### config.mk
export PLATFORM = sky130hd
export DESIGN_NAME = gold_nic
export DESIGN_NICKNAME = d
export VERILOG_FILES = /design/src/rtl/gold_nic.sv
export SDC_FILE = /design/constraint.sdc
export NUM_CORES = 1
export LEC_CHECK = 0
export ABC_CLOCK_PERIOD_IN_PS = 16300
export CORE_UTILIZATION = 50
export CTS_BUF_LIST = sky130_fd_sc_hd__clkbuf_4 sky130_fd_sc_hd__clkbuf_8
export DETAILED_ROUTE_END_ITERATION = 8
export DONT_BUFFER_PORTS = 1
export SLEW_MARGIN = 20
export SYNTH_ARGS = -nofsm -noshare
export SYNTH_HDL_FRONTEND = slang
export SYNTH_SLANG_ARGS = --single-unit
### constraint.sdc
create_clock -name clk -period 16.3 [get_ports clk]
set_input_delay 3.26 -clock clk [delete_from_list [all_inputs] [get_ports clk]]
set_output_delay 3.26 -clock clk [all_outputs]
set_load 0.02 [all_outputs]
### src/rtl/gold_nic.sv
// gold_nic: processor-facing NIC with one inbound and one outbound packet buffer for the gold_router PE port.
// Optional sticky overflow flag is enabled by defining GOLD_NIC_OVF_EN.
module gold_nic #(
  parameter int DATA_W = 64
) (
  input  logic              clk,
  input  logic              reset,
  input  logic [1:0]        addr,
  input  logic [DATA_W-1:0] d_in,
  output logic [DATA_W-1:0] d_out,
  input  logic              nicEn,
  input  logic              nicWrEn,
  output logic              net_so,
  input  logic              net_ro,
  output logic [DATA_W-1:0] net_do,
  input  logic              net_si,
  output logic              net_ri,
  input  logic [DATA_W-1:0] net_di,
  input  logic              net_polarity
);

  localparam logic [1:0] A_IN_BUF  = 2'b00;
  localparam logic [1:0] A_IN_ST   = 2'b01;
  localparam logic [1:0] A_OUT_BUF = 2'b10;
  localparam logic [1:0] A_OUT_ST  = 2'b11;

  logic [DATA_W-1:0] in_buf;
  logic [DATA_W-1:0] out_buf;
  logic              in_full;
  logic              out_full;
  logic              ovf;
  logic              rd_en;
  logic              wr_en;

  assign rd_en  = nicEn & ~nicWrEn;
  assign wr_en  = nicEn & nicWrEn;
  assign net_ri = ~in_full;
  assign net_do = out_buf;
  // The MSB of the packet is its VC bit; injection waits for the matching router phase.
  assign net_so = out_full & net_ro & (net_polarity == out_buf[DATA_W-1]);

  always_ff @(posedge clk or posedge reset) begin
    if (reset) begin
      in_buf   <= '0;
      in_full  <= 1'b0;
      out_buf  <= '0;
      out_full <= 1'b0;
      d_out    <= '0;
    end else begin
      if (net_si && !in_full) begin
        in_buf  <= net_di;
        in_full <= 1'b1;
      end

      if (net_so)
        out_full <= 1'b0;

      if (rd_en) begin
        case (addr)
          A_IN_BUF: begin
            d_out <= in_buf;
            if (in_full)
              in_full <= 1'b0;
          end
          A_IN_ST:   d_out <= {{(DATA_W-2){1'b0}}, ovf, in_full};
          A_OUT_BUF: d_out <= out_buf;
          A_OUT_ST:  d_out <= {{(DATA_W-2){1'b0}}, ovf, out_full};
          default:   d_out <= d_out;
        endcase
      end

      // A write landing in the same cycle as an injection reloads the buffer and keeps it full.
      if (wr_en && addr == A_OUT_BUF && (!out_full || net_so)) begin
        out_buf  <= d_in;
        out_full <= 1'b1;
      end
    end
  end

`ifdef GOLD_NIC_OVF_EN
  always_ff @(posedge clk or posedge reset) begin
    if (reset)
      ovf <= 1'b0;
    else if (wr_en && addr == A_OUT_BUF && out_full && !net_so)
      ovf <= 1'b1;
    else if (wr_en && addr == A_OUT_ST)
      ovf <= 1'b0;
  end
`else
  assign ovf = 1'b0;
`endif

endmodule
== Word-level counts from Yosys, hierarchy flattened ==
Index checks and enable logic that the tools add are counted.
Cells by class
  eq/ne operators: 4
  muxes and demuxes: 7
  bitwise gates (word level): 6
  reduce and logical (&&, ||, !) cells: 8
Operators by type and width (number)
  one-hot mux 64 bit (4 select lines): 1
  two-way mux 1 bit: 6
  AND 1 bit: 4
  equality test 2 bit, second input constant: 2
  logical AND 1 bit: 3
  equality test 2 x 1 -> 1 bit, second input constant: 1
  zero test 1 bit: 2
  zero test 2 bit: 1
  inverter 1 bit: 2
  nonzero test 2 bit: 1
  equality test 1 bit: 1
  logical OR 1 bit: 1
Storage, ports and cells
  flip-flop bits (word level): 194
  input port bits: 137
  word-level logic and storage cells: 30

== Logic depth before layout (Yosys ltp) ==
Gate-level depths: netlist (run 1).
  depth after elaboration: 6
  mapped depth: 5

== Worst setup path after synthesis (run 1) ==
OpenSTA, ideal clock, no wires.
  kind: input-to-output
  start: input port net_polarity
  end: output port net_so
  data arrival time: 3901 ps
  setup slack: 9139 ps
  stages on the path: 3
  buffers on the path: 1
  path through: xnor2_2 > clkbuf_1 > and3_1
On the way
  longest elaborated chain between the ends: 2
RTL lines
  start: declaration: line 19  | input logic net_polarity
  equality test 1 bit: line 40  | assign net_so = out_full & net_ro & (net_polarity == out_buf[DATA_W-1]);
  AND 1 bit: line 40
  end: declaration: line 13  | output logic net_so,
Every way passes these cells.

== Worst setup path in the final report (run 1) ==
Same ends and word-level chain as after synthesis.

==> impl_metrics.py, run 1 <==
metrics = {
    "power_and_ir_drop": {
        "p_total_w": 0.00178,
        "power.static_leakage_nw": 4.28,
        "power.density_cell_area_mw_per_mm2": 175,
        "vdd.ir_drop.worst_mv": 0.116,
    },
    "cts": {
        "numClockSinks": 194,
        "worst_setup_hold_path_clk_slew_ns": 0.09,
        "clock_latency_ns": 0.46,
        "cells_resized_by_post_cts_repair": 0,
        "cts.path.max_buffers": 2,
        "cts_tree": "done",
        "tritoncts.num_buffers": 17,
        "post-cts-setup-buffer-count": 0,
        "ctsRootBufferMaster": "clkbuf_8",
        "ctsHoldBuffers": 0,
        "htree_num_levels": 4,
    },
    "sta": {
        "fin_skew_ns": 0.00690,
        "grt_setup_unrepaired": "false",
        "slew_headroom_pct": 36.2,
        "finalSetupViolations": 0,
        "finalHoldViolations": 0,
        "worst_slack_ns": 9.30,
        "max_freq_mhz": 143,
        "tightest_slew_ns": 0.957,
        "maxSlewViolCount": 0,
        "finalCriticalPeriod_ns": 7.00,
        "worst_hold_slack_ns": 0.513,
        "finalCritPeriodShare_pct": 42.9,
        "totalNegativeSetupSlack_ns": 0,
    },
    "detailed_routing": {
        "drt.antenna.violating_nets": 0,
        "dr.first_iter.drc_count": 343,
        "drt-vias-per-instance": 6.26,
        "routed_wirelength_um": 23700,
        "route.vias.total": 6364,
        "drc": 0,
        "route.detailed.wl_per_inst_um": 23.3,
        "detailedRoute.firstPassIterationCount": 5,
    },
    "global_route": {
        "grt_pass1_vias": 6823,
        "grt_max_degree": 131,
        "globalRouteOverflowTotal": 0,
        "grt_antenna_before_repair": 2,
        "grt_pass1_wl_um": 37700,
        "global_route.usage.total_pct": 24.4,
    },
    "critical_path": {
        "slowest_stage": "and3_1",
        "worst-endpoint-arrival_ns": 3.74,
        "path_cells": "xnor2_4 -> and3_1",
        "worst_r2r_path_depth": 5,
        "critical_path_buf_inv_count": 0,
        "timing.critical_path.max_delay_family": "simple AND/OR/NAND/NOR gates",
        "worstSetupEndpointType": "output pin",
        "number_of_stages_on_the_worst_setup_path": 2,
        "critPathMaxFanout": 2,
        "worst_ep_required_time_ns": 13.04,
        "critical-path-max-stage-delay_ns": 0.36,
        "worstSetupStartpointType": "primary input",
        "worst-setup-path-type": "in -> out",
    },
    "floorplan": {
        "placeableCoreArea_mm2": 0.0189,
        "top_level_ports": 267,
        "rows": 50,
        "floorplan.initialDensity_pct": 51.5,
        "fp.dieArea_mm2": 0.0200,
        "fp.dieH_um": 141,
        "die_width_um": 141,
    },
    "run": {
        "timing.max_cap.violations": 0,
    },
    "placement": {
        "gp_congestion": 0.768,
        "place_hpwl_um": 14600,
        "numPlacedInstances": 985,
        "detailedPlace.worstSlack_ns": 9.31,
        "portBuffers": 0,
    },
    "layout": {
        "fin_cells": 1017,
        "finish.net_count": 881,
        "fraction_of_layout_cells_with_a_size_suffix_above_1_pct": 22.6,
        "area_growth_syn_to_layout_pct": 4.72,
    },
    "synth": {
        "syn_avg_cell_area_um2": 12.2,
        "count_of_distinct_cell_types_in_the_synthesized_netlist": 25,
        "synth.yosys.seq_area_share_pct": 49.9,
        "postSynthNetCount": 931,
        "synth-warning-count": 0,
        "syn-cell-area_mm2": 0.00973,
        "netlist_instances": 794,
        "synth_seq_cells": 194,
    },
    "min_path": {
        "worstHoldPathType": "reg -> reg",
        "hold_path_cell_cnt": 1,
    },
    "status": {
        "outcome": "finished clean",
    },
}
[cell type report]
cell class	instances	area, um^2
clock buffers	21	283
inverters	2	15.0
flip-flops and latches	194	4860
fillers	1705	8710
diodes	1	2.50
repair buffers	8	60.1
well taps	260	325
clock inverters	10	124
multi-input cells	521	4520
[cell usage in the layout, fill, tap and decap left out]
| cell | synthesis | routed |
|---|---|---|
| clkbuf_8 | 0 | 20 |
| and3_1 | 1 | 1 |
| mux2_2 | 84 | 84 |
| clkinv_2 | 0 | 1 |
| nor2b_1 | 65 | 64 |
| o21ai_1 | 38 | 38 |
| nand2_2 | 0 | 1 |
| mux2_1 | 5 | 5 |
| o21ai_0 | 25 | 25 |
| bufinv_16 | 0 | 2 |
| and4b_4 | 1 | 1 |
| clkinvlp_4 | 0 | 2 |
| clkbuf_4 | 0 | 1 |
| nand2b_2 | 0 | 1 |
| dfrtp_1 | 194 | 193 |
| or2_2 | 1 | 1 |
| mux2i_1 | 63 | 63 |
| diode_2 | 0 | 1 |
| a21o_1 | 1 | 1 |
| nand2b_1 | 2 | 1 |
| dfrtp_4 | 0 | 1 |
| mux2_4 | 40 | 40 |
| buf_4 | 2 | 8 |
| inv_8 | 0 | 1 |
| o31ai_1 | 1 | 1 |
| inv_1 | 2 | 1 |
| nand2_1 | 64 | 63 |
| and4_1 | 64 | 64 |
| clkinv_4 | 0 | 2 |
| inv_6 | 0 | 3 |
| mux4_1 | 1 | 1 |
| a311o_1 | 64 | 64 |
| xnor2_4 | 0 | 1 |
| nor2b_4 | 0 | 1 |
[layer usage]
layer | up-vias | wire length [um] | GRT usage [%]
met3 | 40 | 1790 | 7.49
met4 | 2 | 618 | 9.05
li1 | 2834 | - | -
met5 | - | 12 | 0
met1 | 3281 | 9840 | 30.4
met2 | 207 | 11500 | 39.9
[state kept, by name, summed over array words and instances, names as in the netlist]
name,flops
d_out,64
in_buf,64
net_do,64
out_full,1
in_full,1
[power breakdown]
| part | switching [W] | leakage (nW) | internal, W |
|---|---|---|---|
| clock | 0.000172 | 0.203 | 0.000151 |
| sequential | 0.000327 | 2.24 | 0.000672 |
| combinational | 0.000192 | 1.84 | 0.000263 |
[cell usage after synthesis]
cell type	count	area, um^2
a21o_1	1	7.51
a311o_1	64	641
and3_1	1	6.26
and4_1	64	561
and4b_4	1	13.8
buf_1	4	15.0
buf_2	17	85.1
buf_4	2	15.0
buf_6	7	78.8
clkbuf_1	47	176
dfrtp_1	194	4850
inv_1	2	7.51
mux2_1	5	56.3
mux2_2	84	946
mux2_4	40	601
mux2i_1	63	631
mux4_1	1	26.3
nand2_1	64	240
nand2b_1	2	12.5
nor2b_1	65	407
o21ai_0	25	125
o21ai_1	38	190
o31ai_1	1	7.51
or2_2	1	6.26
xnor2_2	1	16.3
[final timing paths]
| check | start | to | slack [ns] |
|---|---|---|---|
| setup / recovery | net_polarity | net_so | 9.30 |
| hold / removal | in_buf[42] | in_buf[42] | 0.51 |
| setup reg to reg | net_do[63] | net_do[30] | 13.49 |
| hold reg to reg | in_buf[42] | in_buf[42] | 0.51 |
| max in group asynchronous | reset | out_full | 11.92 |
| min in group asynchronous | reset | in_buf[31] | 2.85 |
[per-stage QoR]
step	utilization, %	area, um^2
after floorplan	-	9730
after global placement	51.7	9780
after detailed placement	51.7	9780
after CTS	53.9	10200
after global routing	53.9	10200
final	53.9	10200
[kinds of logic (layout without fill, tap and decap cells)]
group                     count (synthesis)  after routing  share of synthesized area, %
xor gates and xnor gates                  1              1                         0.167
and+or+nand+nor                         198            198                          12.8
muxes                                   193            193                          23.2
AOI/OAI and AO/OA                       129            129                          9.98
DFF                                     194            194                          49.9
other                                     0              1                             0
buffers and inverters                    79             41                          3.89
Note: power is estimated with default switching activity, not from simulation.
==> inputs of run 2 (changes only) <==
--- a/config.mk
+++ b/config.mk
@@ -5,11 +5,12 @@
 export SDC_FILE = /design/constraint.sdc
 export NUM_CORES = 1
 export LEC_CHECK = 0
-export ABC_CLOCK_PERIOD_IN_PS = 16300
+export ABC_CLOCK_PERIOD_IN_PS = 5700
 export CORE_UTILIZATION = 50
 export CTS_BUF_LIST = sky130_fd_sc_hd__clkbuf_4 sky130_fd_sc_hd__clkbuf_8
 export DETAILED_ROUTE_END_ITERATION = 8
 export DONT_BUFFER_PORTS = 1
+export PLACE_DENSITY = 0.68
 export SLEW_MARGIN = 20
 export SYNTH_ARGS = -nofsm -noshare
 export SYNTH_HDL_FRONTEND = slang
==> constraint.sdc (replaced) <==
create_clock -name clk -period 5.7 [get_ports clk]
set_input_delay 1.14 -clock clk [delete_from_list [all_inputs] [get_ports clk]]
set_output_delay 1.14 -clock clk [all_outputs]
set_load 0.02 [all_outputs]
==> run 2 against run 1 <==
Via count increased by 1.5%. Cell count increased by 0.49%. Global-route usage decreased by 0.43 points. Clock skew increased by 0.0086 ns. Flip-flop and latch count unchanged.
==> impl_metrics.py, run 2 (synthesis gave the netlist of run 1 again) <==
metrics = {
    "floorplan": {
        "floorplan.initialDensity_pct": 51.5,
        "top_level_ports": 267,
        "rows": 50,
        "fp.dieArea_mm2": 0.0200,
        "placeableCoreArea_mm2": 0.0189,
        "fp.dieH_um": 141,
        "die_width_um": 141,
    },
    "placement": {
        "portBuffers": 0,
        "gp_congestion": 0.762,
        "detailedPlace.worstSlack_ns": 2.21,
        "place_hpwl_um": 15100,
    },
    "sta": {
        "tightest_slew_ns": 0.849,
        "totalNegativeSetupSlack_ns": 0,
        "finalSetupViolations": 0,
        "finalHoldViolations": 0,
        "slew_headroom_pct": 43.4,
        "finalCritPeriodShare_pct": 50.3,
        "grt_setup_unrepaired": "false",
        "fin_skew_ns": 0.0155,
        "maxSlewViolCount": 0,
        "max_freq_mhz": 349,
        "finalCriticalPeriod_ns": 2.86,
        "worst_slack_ns": 2.84,
    },
    "layout": {
        "fraction_of_layout_cells_with_a_size_suffix_above_1_pct": 23.1,
        "layout_commonest_cell": "dfrtp_1",
        "finish.net_count": 885,
        "area_growth_syn_to_layout_pct": 6.38,
        "commonest_cells_after_routing_fill_and_taps_aside": "193 x dfrtp_1, 84 x mux2_2, 64 x and4_1, 64 x nor2b_1, 64 x a311o_1",
    },
    "critical_path": {
        "critical_path.reg2reg.endpoint": "net_do[38]",
        "critPathMaxFanout": 65,
        "worstSetupEndpointType": "flip-flop",
        "worst-endpoint-arrival_ns": 3.20,
        "worst-r2r-setup-slack_ns": 2.84,
        "worst-setup-path-type": "reg -> reg",
        "r2r-start": "net_do[63]",
        "worst_ep_required_time_ns": 6.04,
        "worst_r2r_path_depth": 5,
        "worstSetupStartpointType": "flip-flop",
    },
    "global_route": {
        "grt_pass1_vias": 6920,
        "met3_grt_util_pct": 8.44,
        "global_route.usage.total_pct": 23.9,
        "globalRouteOverflowTotal": 0,
        "grt_antenna_before_repair": 2,
        "grt_pass1_wl_um": 37200,
        "grt.met1_usage_pct": 29.1,
        "grt_use_met2_pct": 39.7,
        "grt_max_degree": 195,
        "global_route.peak_usage_layer": "met2",
    },
    "power_and_ir_drop": {
        "p_total_w": 0.00525,
        "power.density_cell_area_mw_per_mm2": 507,
        "vdd.ir_drop.worst_mv": 0.222,
        "power.static_leakage_nw": 4.35,
    },
    "cts": {
        "tritoncts.num_buffers": 17,
        "worst_setup_hold_path_clk_slew_ns": 0.09,
        "cells_resized_by_post_cts_repair": 0,
        "cts_tree": "done",
        "ctsRootBufferMaster": "clkbuf_8",
        "clock_latency_ns": 0.46,
        "ctsHoldBuffers": 0,
        "htree_num_levels": 4,
        "post-cts-setup-buffer-count": 0,
        "numClockSinks": 194,
        "cts.path.max_buffers": 2,
    },
    "min_path": {
        "min_delay_worst_endpoint": "in_buf[43]",
        "hold_path_cell_cnt": 1,
        "worstHoldPathType": "reg -> reg",
        "min-delay-start": "in_buf[43]",
    },
    "detailed_routing": {
        "drt.antenna.violating_nets": 0,
        "drt-vias-per-instance": 6.32,
        "drc": 0,
        "detailedRoute.firstPassIterationCount": 4,
        "routed_wirelength_um": 23500,
        "route.detailed.wl_per_inst_um": 23.0,
        "dr.first_iter.drc_count": 397,
        "route.vias.total": 6462,
    },
    "run": {
        "timing.max_cap.violations": 0,
    },
    "status": {
        "outcome": "finished clean",
    },
}
[run 2: cell type report]
class,count,area (um^2)
Timing Repair Buffer,12,155
Clock buffer,19,255
Clock inverter,13,221
Multi-Input combinational cell,521,4520
Fill cell,1598,8550
Tap cell,260,325
Inverter,2,11.3
Antenna cell,1,2.50
Sequential cell,194,4860
[run 2: metal layers]
metal | share of wire [%] | wire length (um)
met5 | 0.055 | 13
met4 | 2.1 | 497
met3 | 7.5 | 1760
met2 | 48 | 11400
met1 | 42 | 9860
[run 2: worst max-delay path, cell delays in order, from the launching register on]
cell	delay, ns
dfrtp_1	0.64
xnor2_4	0.17
buf_4	0.51
nand2_2	0.53
buf_4	0.44
a311o_1	0.41
[run 2: metrics by stage]
step | instance area [um^2] | std cells | hold slack [ns] | utilization [%]
5_1_grt | 10300 | 1022 | 0.527 | 54.8
3_3_place_gp | 9790 | 986 | 0.489 | 51.8
2_1_floorplan | 9730 | 794 | 0.473 | -
4_1_cts | 10300 | 1018 | 0.518 | 54.4
6_report | 10300 | 1022 | 0.516 | 54.8
3_5_place_dp | 9790 | 986 | 0.495 | 51.8
[run 2: power breakdown]
| part | internal [W] | leakage (nW) | switching (W) |
|---|---|---|---|
| registers | 0.00192 | 2.24 | 0.000950 |
| logic | 0.000762 | 1.87 | 0.000553 |
| clock network | 0.000550 | 0.236 | 0.000509 |
| total | 0.00324 | 4.35 | 0.00201 |
[run 2: worst max path at each step]
stage | start | endpoint | slack (ns) | cells past startpoint
2_1_floorplan | reset | d_out[0] | 2.06 | 1
3_3_place_gp | addr[0] | net_do[37] | 2.33 | 4
3_5_place_dp | addr[0] | net_do[26] | 2.21 | 4
4_1_cts | addr[0] | net_do[26] | 2.73 | 4
5_1_grt | net_do[63] | net_do[24] | 2.67 | 5
6_report | net_do[63] | net_do[38] | 2.84 | 5
==> inputs of run 3 (changes only) <==
--- a/config.mk
+++ b/config.mk
@@ -5,7 +5,7 @@
 export SDC_FILE = /design/constraint.sdc
 export NUM_CORES = 1
 export LEC_CHECK = 0
-export ABC_CLOCK_PERIOD_IN_PS = 5700
+export ABC_CLOCK_PERIOD_IN_PS = 2600
 export CORE_UTILIZATION = 50
 export CTS_BUF_LIST = sky130_fd_sc_hd__clkbuf_4 sky130_fd_sc_hd__clkbuf_8
 export DETAILED_ROUTE_END_ITERATION = 8
==> constraint.sdc (replaced) <==
create_clock -name clk -period 2.6 [get_ports clk]
set_input_delay 0.52 -clock clk [delete_from_list [all_inputs] [get_ports clk]]
set_output_delay 0.52 -clock clk [all_outputs]
set_load 0.02 [all_outputs]
==> run 3 against run 2 <==
Non-clock buffer count unchanged. Critical path depth down 3. Utilization up 0.14 points. Highest routed layer unchanged.
==> impl_metrics.py, run 3 (synthesis gave the netlist of run 1 again) <==
metrics = {
    "detailed_routing": {
        "drc": 0,
        "drt-vias-per-instance": 6.27,
        "route.vias.total": 6408,
        "drt.antenna.violating_nets": 0,
        "route.detailed.wl_per_inst_um": 23.3,
        "detailedRoute.firstPassIterationCount": 4,
        "routed_wirelength_um": 23800,
        "dr.first_iter.drc_count": 313,
    },
    "cts": {
        "tritoncts.num_buffers": 17,
        "ctsRootBufferMaster": "clkbuf_8",
        "htree_num_levels": 4,
        "worst_setup_hold_path_clk_slew_ns": 0.09,
        "numClockSinks": 194,
        "cts_tree": "done",
        "cells_resized_by_post_cts_repair": 0,
        "post-cts-setup-buffer-count": 0,
        "clock_latency_ns": 0.46,
        "cts.path.max_buffers": 2,
    },
    "sta": {
        "max_freq_mhz": 408,
        "finalHoldViolations": 0,
        "worst_hold_slack_ns": 0.0668,
        "maxSlewViolCount": 0,
        "grt_setup_unrepaired": "false",
        "finalSetupViolations": 0,
        "tightest_slew_ns": 0.803,
        "fin_skew_ns": 0.0151,
        "finalCritPeriodShare_pct": 94.3,
        "slew_headroom_pct": 46.5,
        "finalCriticalPeriod_ns": 2.45,
        "totalNegativeSetupSlack_ns": 0,
    },
    "placement": {
        "portBuffers": 0,
        "postPlaceCellArea_mm2": 0.00989,
        "place_hpwl_um": 15000,
        "numPlacedInstances": 989,
        "gp_congestion": 0.754,
    },
    "floorplan": {
        "die_width_um": 141,
        "top_level_ports": 267,
        "rows": 50,
        "placeableCoreArea_mm2": 0.0189,
        "fp.dieH_um": 141,
        "floorplan.initialDensity_pct": 51.5,
        "fp.dieArea_mm2": 0.0200,
    },
    "power_and_ir_drop": {
        "power_report.internal_total_w": 0.00713,
        "pwr-share-seq_pct": 54.7,
        "power.density_cell_area_mw_per_mm2": 1110,
        "power_share_of_the_clock_group_pct": 19.9,
        "p_sw_w": 0.00440,
        "combinationalPowerShare_pct": 25.4,
        "vdd.ir_drop.worst_mv": 0.671,
        "p_sw_share_pct": 38.2,
        "power.static_leakage_nw": 4.36,
    },
    "layout": {
        "fraction_of_layout_cells_with_a_size_suffix_above_1_pct": 23.1,
        "finish.net_count": 886,
        "fin_cells": 1022,
        "layout_commonest_cell": "dfrtp_1",
        "commonest_cells_after_routing_fill_and_taps_aside": "193 x dfrtp_1, 84 x mux2_2, 64 x and4_1, 64 x nor2b_1, 64 x a311o_1",
        "final_design_area_no_fill_mm2": 0.0104,
        "area_growth_syn_to_layout_pct": 6.65,
    },
    "status": {
        "outcome": "finished clean",
    },
    "global_route": {
        "global_route.usage.total_pct": 23.9,
        "grt_max_degree": 126,
        "grt_pass1_wl_um": 37100,
        "globalRouteOverflowTotal": 0,
        "grt_pass1_vias": 6859,
        "grt_antenna_before_repair": 2,
    },
    "run": {
        "timing.max_cap.violations": 0,
    },
    "critical_path": {
        "critPathMaxFanout": 13,
        "critical_path.reg2reg.endpoint": "net_do[52]",
        "r2r-start": "net_do[63]",
        "worst-endpoint-arrival_ns": 1.93,
        "worst-r2r-setup-slack_ns": 0.57,
        "worst_r2r_path_depth": 4,
        "worstSetupStartpointType": "flip-flop",
        "worst_ep_required_time_ns": 2.08,
        "worst-setup-path-type": "reg -> out",
        "worstSetupEndpointType": "output pin",
    },
    "min_path": {
        "worstHoldPathType": "in -> async",
    },
}
-- run 3: changes by cell type in the layout (fill, tap and decap cells not counted) --
cell        delta
xnor2_2        +1
buf_12         +5
or2_2          -1
buf_16         -2
inv_8          -3
clkbuf_4       +1
buf_4          -3
clkinv_4       +1
clkinvlp_4     -2
inv_6          +2
or2_4          +1
-- run 3: worst max-delay path, cell delays in order, from the launching register on --
cell and delay (ns):
dfrtp_1 0.60, xnor2_4 0.51, and3_1 0.37
-- run 3: per-stage QoR --
stage                     setup slack (ns)  power [W]  util, %
final                                0.148     0.0115     54.9
after detailed placement             0.448    0.00931     52.4
after CTS                          0.00361     0.0116     54.8
after global placement               0.528    0.00903     52.3
after global routing                0.0161     0.0122     54.9
after floorplan                     -0.424    0.00840        -
-- run 3: cell type report --
| cell class | count | area [um^2] |
|---|---|---|
| flip-flops and latches | 194 | 4860 |
| fillers | 1626 | 8520 |
| clock buffers | 20 | 263 |
| clock inverters | 11 | 199 |
| multi-input cells | 522 | 4540 |
| well taps | 260 | 325 |
| inverters | 2 | 11.3 |
| repair buffers | 12 | 178 |
| diodes | 1 | 2.50 |
-- run 3: timing repair --
action	4_1_cts	5_1_grt
cloned	0	1
pin swaps	1	1
setup endpoints to repair	1	1
hold buffers	0	0
-- run 3: power by group through the flow --
stage,combinational (W),clock [W],sequential (W)
after floorplan,0.00255,0,0.00585
after global placement,0.00274,0,0.00629
after detailed placement,0.00294,0,0.00637
after CTS,0.00294,0.00234,0.00631
after global routing,0.00323,0.00246,0.00647
final,0.00292,0.00230,0.00631
-- run 3: worst max path at each step --
stage | start | end | cells after the start
floorplan | reset | d_out[0] | 1
global placement | net_do[63] | net_so | 2
detailed placement | net_do[63] | net_do[52] | 4
CTS | net_do[63] | net_so | 2
global route | net_do[63] | net_so | 2
finish | net_do[63] | net_so | 2
-- run 3: layer usage --
layer	vias to the layer above	track usage (%)	wire (um)
met5	-	0	13
met4	2	8.43	528
met3	35	8.50	1820
met2	215	40.6	11800
met1	3309	27.9	9620
li1	2847	-	-
